File: config.mk
export PLATFORM = sky130hd
export DESIGN_NAME = mem_arbiter
export DESIGN_NICKNAME = d
export VERILOG_FILES = /design/src/rtl/mem_arbiter.sv
export SDC_FILE = /design/constraint.sdc
export NUM_CORES = 1
export LEC_CHECK = 0
export CAP_MARGIN = 10
export CORE_AREA = 2 2 96 98
export CTS_CLUSTER_SIZE = 40
export DETAILED_ROUTE_END_ITERATION = 8
export DIE_AREA = 0 0 98 100
export GPL_TIMING_DRIVEN = 0
export PLACE_DENSITY = 0.73
export SYNTH_ARGS = -nofsm -noshare
export SYNTH_HDL_FRONTEND = slang
export SYNTH_SLANG_ARGS = --single-unit
File: constraint.sdc
create_clock -name clock -period 6.25 [get_ports clock]
set_clock_uncertainty 0.1 [all_clocks]
set_input_delay 1.875 -clock clock [delete_from_list [all_inputs] [get_ports clock]]
set_output_delay 1.875 -clock clock [all_outputs]
set_load 0.01 [all_outputs]
File: src/rtl/mem_arbiter.sv
// mem_arbiter: shares the ssram_ctrl command port between FB, cpu and aux masters (optional stats via MEM_ARB_STATS_EN)
module mem_arbiter #(
  parameter int         STARVE_LIMIT = 8,
  parameter int         FB_MAX_OUTST = 4,
  parameter logic [1:0] ID_FB        = 2'd3,
  parameter logic [1:0] ID_AUX       = 2'd0
) (
  input  logic        clock,
  input  logic        reset_n,
`ifdef MEM_ARB_STATS_EN
  input  logic        stats_clear,
  output logic [31:0] stat_fb_grants,
  output logic [31:0] stat_cpu_grants,
  output logic [31:0] stat_aux_grants,
  output logic [31:0] stat_cpu_stall,
`endif
  input  logic        fb_read,
  input  logic [29:0] fb_address,
  output logic        fb_waitrequest,
  output logic        fb_readdatavalid,
  input  logic [1:0]  cpu_id,
  input  logic [29:0] cpu_address,
  input  logic        cpu_read,
  input  logic        cpu_write,
  input  logic [31:0] cpu_writedata,
  input  logic [3:0]  cpu_writedatamask,
  output logic        cpu_waitrequest,
  input  logic [29:0] aux_address,
  input  logic        aux_write,
  input  logic [31:0] aux_writedata,
  input  logic [3:0]  aux_writedatamask,
  output logic        aux_waitrequest,
  output logic [1:0]  mem_id,
  output logic [29:0] mem_address,
  output logic        mem_read,
  output logic        mem_write,
  output logic [31:0] mem_writedata,
  output logic [3:0]  mem_writedatamask,
  input  logic        mem_waitrequest,
  input  logic [1:0]  mem_readdataid
);
  localparam int         SW    = $clog2(STARVE_LIMIT + 1);
  localparam logic [SW-1:0] S_LIM = SW'(STARVE_LIMIT);
  localparam logic [3:0] O_MAX = 4'(FB_MAX_OUTST);
  typedef enum logic [1:0] {OWN_NONE, OWN_FB, OWN_CPU, OWN_AUX} owner_t;
  owner_t        lock_q, lock_d, owner;
  logic          rr;
  logic [3:0]    outst;
  logic [SW-1:0] starve;
  logic          cpu_req, aux_req, fb_elig, strobe, accept, fb_acc, ca_acc, fb_ret;
  // Owner selection: a held lock wins, then eligible FB, then cpu/aux round-robin
  always_comb begin
    cpu_req  = cpu_read | cpu_write;
    aux_req  = aux_write;
    fb_elig  = fb_read && (outst < O_MAX) && !(starve == S_LIM && (cpu_req || aux_req));
    owner    = !reset_n ? OWN_NONE :
               lock_q != OWN_NONE ? lock_q :
               fb_elig ? OWN_FB :
               (cpu_req && aux_req) ? (rr ? OWN_AUX : OWN_CPU) :
               cpu_req ? OWN_CPU :
               aux_req ? OWN_AUX : OWN_NONE;
    strobe   = owner == OWN_FB ? fb_read : owner == OWN_CPU ? cpu_req : owner == OWN_AUX ? aux_req : 1'b0;
    accept   = strobe && !mem_waitrequest;
    fb_acc   = accept && owner == OWN_FB;
    ca_acc   = accept && (owner == OWN_CPU || owner == OWN_AUX);
    fb_ret   = mem_readdataid == ID_FB;
    lock_d   = (strobe && mem_waitrequest) ? owner : OWN_NONE;
  end
  // Command mux towards ssram_ctrl and per-master handshakes
  always_comb begin
    mem_read          = owner == OWN_FB ? fb_read : owner == OWN_CPU ? cpu_read : 1'b0;
    mem_write         = owner == OWN_CPU ? cpu_write : owner == OWN_AUX ? aux_write : 1'b0;
    mem_id            = owner == OWN_FB ? ID_FB : owner == OWN_AUX ? ID_AUX : cpu_id;
    mem_address       = owner == OWN_FB ? fb_address : owner == OWN_AUX ? aux_address : cpu_address;
    mem_writedata     = owner == OWN_AUX ? aux_writedata : cpu_writedata;
    mem_writedatamask = owner == OWN_AUX ? aux_writedatamask : cpu_writedatamask;
    fb_waitrequest    = owner != OWN_FB || mem_waitrequest;
    cpu_waitrequest   = owner != OWN_CPU || mem_waitrequest;
    aux_waitrequest   = owner != OWN_AUX || mem_waitrequest;
    fb_readdatavalid  = fb_ret;
  end
  // Lock, round-robin pointer, starvation and FB outstanding-read tracking
  always_ff @(posedge clock or negedge reset_n) begin
    if (!reset_n) begin
      lock_q <= OWN_NONE;
      rr     <= 1'b0;
      starve <= '0;
      outst  <= '0;
    end else begin
      lock_q <= lock_d;
      if (ca_acc) rr <= owner == OWN_CPU;
      if (!(cpu_req || aux_req) || ca_acc) starve <= '0;
      else if (fb_acc && starve != S_LIM) starve <= starve + 1'b1;
      if (fb_acc && !fb_ret) outst <= outst + 1'b1;
      else if (!fb_acc && fb_ret && outst != 4'd0) outst <= outst - 1'b1;
    end
  end
`ifdef MEM_ARB_STATS_EN
  // Grant and cpu stall counters; a synchronous clear beats a same-cycle increment
  always_ff @(posedge clock or negedge reset_n) begin
    if (!reset_n) begin
      stat_fb_grants  <= '0;
      stat_cpu_grants <= '0;
      stat_aux_grants <= '0;
      stat_cpu_stall  <= '0;
    end else if (stats_clear) begin
      stat_fb_grants  <= '0;
      stat_cpu_grants <= '0;
      stat_aux_grants <= '0;
      stat_cpu_stall  <= '0;
    end else begin
      stat_fb_grants  <= stat_fb_grants + 32'(fb_acc);
      stat_cpu_grants <= stat_cpu_grants + 32'(accept && owner == OWN_CPU);
      stat_aux_grants <= stat_aux_grants + 32'(accept && owner == OWN_AUX);
      stat_cpu_stall  <= stat_cpu_stall + 32'(cpu_req && cpu_waitrequest);
    end
  end
`endif
endmodule

==> results.py <==
metrics = {
    "outcome": {
        "status": "finished, final reports clean",
    },
    "routing": {
        "num_vias": 2929,
        "ant_nets": 0,
        "drt_iter0_markers": 70,
        "drc": 0,
        "routed_wirelength_um": 9900,
        "viasPerCell": 4.63,
        "wl_per_cell_um": 15.7,
        "drtPass1Iterations": 4,
    },
    "floorplan": {
        "die_width_um": 98,
        "initial_core_util": 0.232,
        "dieArea_sq_mm": 0.00980,
        "die_h_um": 100,
        "row_count": 35,
        "core_area_sq_mm": 0.00889,
        "num_io_pins": 247,
    },
    "worst_setup_path": {
        "reg2reg_depth": 13,
        "path_depth": 10,
        "crit_family": "buffers and inverters",
        "reg2reg_from": "starve[0]$_DFFE_PN0P_",
        "slowest_stage": "clkdlybuf4s50_1",
        "required_ns": 4.28,
        "cp_slowest_stage_delay_ns": 0.49,
        "crit_path_max_fanout": 10,
        "cp-start-kind": "input port",
        "crit_buf_inv": 4,
        "worst_setup_path_end_kind": "primary output",
        "path_cells": "clkdlybuf4s50_1 > nor2b_2 > a21oi_2 > nand2_2 > and2_1 > buf_6 > nand2_8 > buf_6 > mux2_4 > clkdlybuf4s50_1",
        "reg2reg_slack_ns": 3.27,
        "arrival_ns": 4.20,
        "crit_type": "in -> out",
        "worstReg2RegEnd": "outst[3]$_DFFE_PN0P_",
    },
    "cts": {
        "clk_pin_slew_ns": 0.05,
        "cts_buffer_depth": 2,
        "cts_buffers": 3,
        "ctsHtreeMaxLevel": 1,
        "cts_tree": "done",
        "clock_sinks": 11,
        "hold_buffers": 0,
        "clk_latency_ns": 0.24,
        "cts_root_buffer": "clkbuf_8",
    },
    "timing": {
        "setup_viol": 0,
        "period_share": 0.988,
        "slew_headroom": 0.573,
        "hold_viol": 0,
        "fin_crit_ns": 6.18,
        "fin_ws_ns": 0.0740,
        "max_freq_mhz": 162,
        "grt_setup_unrepaired": "true",
        "worstMarginPinSlew_ns": 0.640,
        "slew_viol_final": 0,
        "whs_ns": 0.405,
    },
    "synthesis": {
        "synth_xor_area_frac": 0.0127,
        "ys_top_cells_by_count": "nand2_1 (66), nor2_1 (35), a31oi_1 (30)",
        "synth-simple-area-share": 0.308,
        "ys_top_cells_by_area": "mux2_4 (21%), dfrtp_1 (13%), nand2_1 (12%)",
        "synth_enable_flop_cells": 0,
        "synth_most_common_cell": "nand2_1",
        "yosysSeqAreaShare": 0.133,
        "synth_top_family_by_area": "simple AND/OR/NAND/NOR gates",
        "synth_cell_types": 45,
        "synth_top_area_frac": 0.211,
        "synth_ff_type": "dfrtp_1",
        "ys_warn_count": 0,
        "syn_avg_cell_area_sq_um": 7.67,
        "synthAdderAreaFrac": 0.0340,
        "synth_nets": 447,
        "synth_top_cell_by_area": "mux2_4",
        "synth_area_sq_mm": 0.00206,
        "synth-seq-cells": 11,
        "syn-instance-count": 269,
        "synthArstFlopShare": 1.00,
        "synth_compound_area_frac": 0.161,
        "synth_mux_area_frac": 0.288,
    },
    "global_route": {
        "grt_pass1_wl_um": 15000,
        "track_usage": 0.186,
        "grt_max_degree": 17,
        "grt_pass1_vias": 2982,
        "grt.overflow.total": 0,
        "antenna_found_initial": 0,
    },
    "power_and_ir_drop": {
        "comb_power_share": 0.819,
        "clkPwrFrac": 0.070,
        "power.density_mw_per_mm2": 218,
        "p_sw_uw": 430,
        "pwr-share-seq": 0.110,
        "irDropWorstVdd_mv": 0.0986,
        "leakage_uw": 0.00213,
        "swShare": 0.411,
        "p_int_uw": 615,
        "power_uw": 1050,
    },
    "final_layout": {
        "layout-drive-gt1-share": 0.144,
        "finalInstanceArea_sq_mm": 0.00480,
        "nets": 700,
        "antenna_cells": 0,
        "final_util": 0.539,
        "area_delta_synth_final_pct": 133,
        "num-fill-cells": 829,
    },
    "placement": {
        "globalplace.congestion": 0.823,
        "place_area_sq_mm": 0.00466,
        "hpwl_um": 8360,
        "portBuffers": 246,
        "place_ws_ns": -0.175,
    },
    "hold_path": {
        "hold_path_end": "rr$_DFFE_PN0P_",
        "hold_start": "rr$_DFFE_PN0P_",
        "hold_class": "reg -> reg",
        "min_path_cells": 1,
    },
    "job": {
        "maxCapViolCount": 0,
    },
}
[how the worst max path moves through the flow]
stage                     startpoint                 to  slack, ns
after floorplan            aux_write  mem_writedata[10]       1.10
after global placement     aux_write    mem_address[22]      -0.12
after detailed placement   aux_write     mem_address[7]      -0.17
after CTS                    fb_read  mem_writedata[20]       0.01
after global routing       aux_write  mem_writedata[14]      -0.02
final                      aux_write  mem_writedata[21]       0.07
[state kept, by name, summed over array words and instances (netlist names)]
signal,flops
outst,4
lock_q,2
starve,4
rr,1
[cells by family after synthesis]
family / count (synthesis)
AO/OA/AOI/OAI: 52
multiplexers: 43
adder cells (fa/ha/maj): 5
AND/OR/NAND/NOR: 132
buffers and inverters: 23
flip-flops: 11
XOR/XNOR: 3
[metrics by stage]
| step | std cells | TNS, ns |
|---|---|---|
| finish | 632 | 0 |
| floorplan | 269 | 0 |
| detailed placement | 626 | -3.75 |
| global placement | 626 | -2.66 |
| global route | 632 | -0.121 |
| CTS | 631 | 0 |
[per-layer routing]
metal,GRT usage,share of wire
met1,0.224,0.40
met2,0.337,0.51
met3,0.0585,0.089
met5,0,0
met4,0.0214,0.0059
[cell type report]
| class | count | area [sq um] | area share |
|---|---|---|---|
| Timing Repair Buffer | 248 | 2500 | 0.522 |
| Tap cell | 111 | 139 | 0.0290 |
| Buffer | 19 | 140 | 0.0292 |
| Inverter | 4 | 15.0 | 0.00313 |
| Multi-Input combinational cell | 235 | 1680 | 0.350 |
| Sequential cell | 11 | 275 | 0.0574 |
| Clock buffer | 4 | 45.0 | 0.00939 |
[cells in the final DEF (no fill, tap or decap), drive strengths merged, types with 4 or more instances in the layout]
master and instances:
clkdlybuf4s50 220, nand2 68, mux2 40, nor2 35, a31oi 30, dlymetal6s2s 16
clkbuf 13, buf 12, dfrtp 11, dlygate4sd2 10, a21oi 10, nand3 6
a21o 4, inv 4, ha 4
[repair_timing]
action | 4_1_cts | 5_1_grt
endpoints found under the setup margin | 59 | 50
pin swaps | 1 | 0
gates resized for setup | 23 | 24
buffers inserted | 1 | 1
[power groups by stage]
stage / Combinational (uW) / Clock (uW) / Sequential, uW
detailed placement: 855 / 0 / 116
floorplan: 451 / 0 / 111
CTS: 864 / 75.7 / 116
global route: 932 / 78.9 / 120
finish: 856 / 73.4 / 115
global placement: 844 / 0 / 115
No activity file was read; power rests on OpenSTA's default activity.
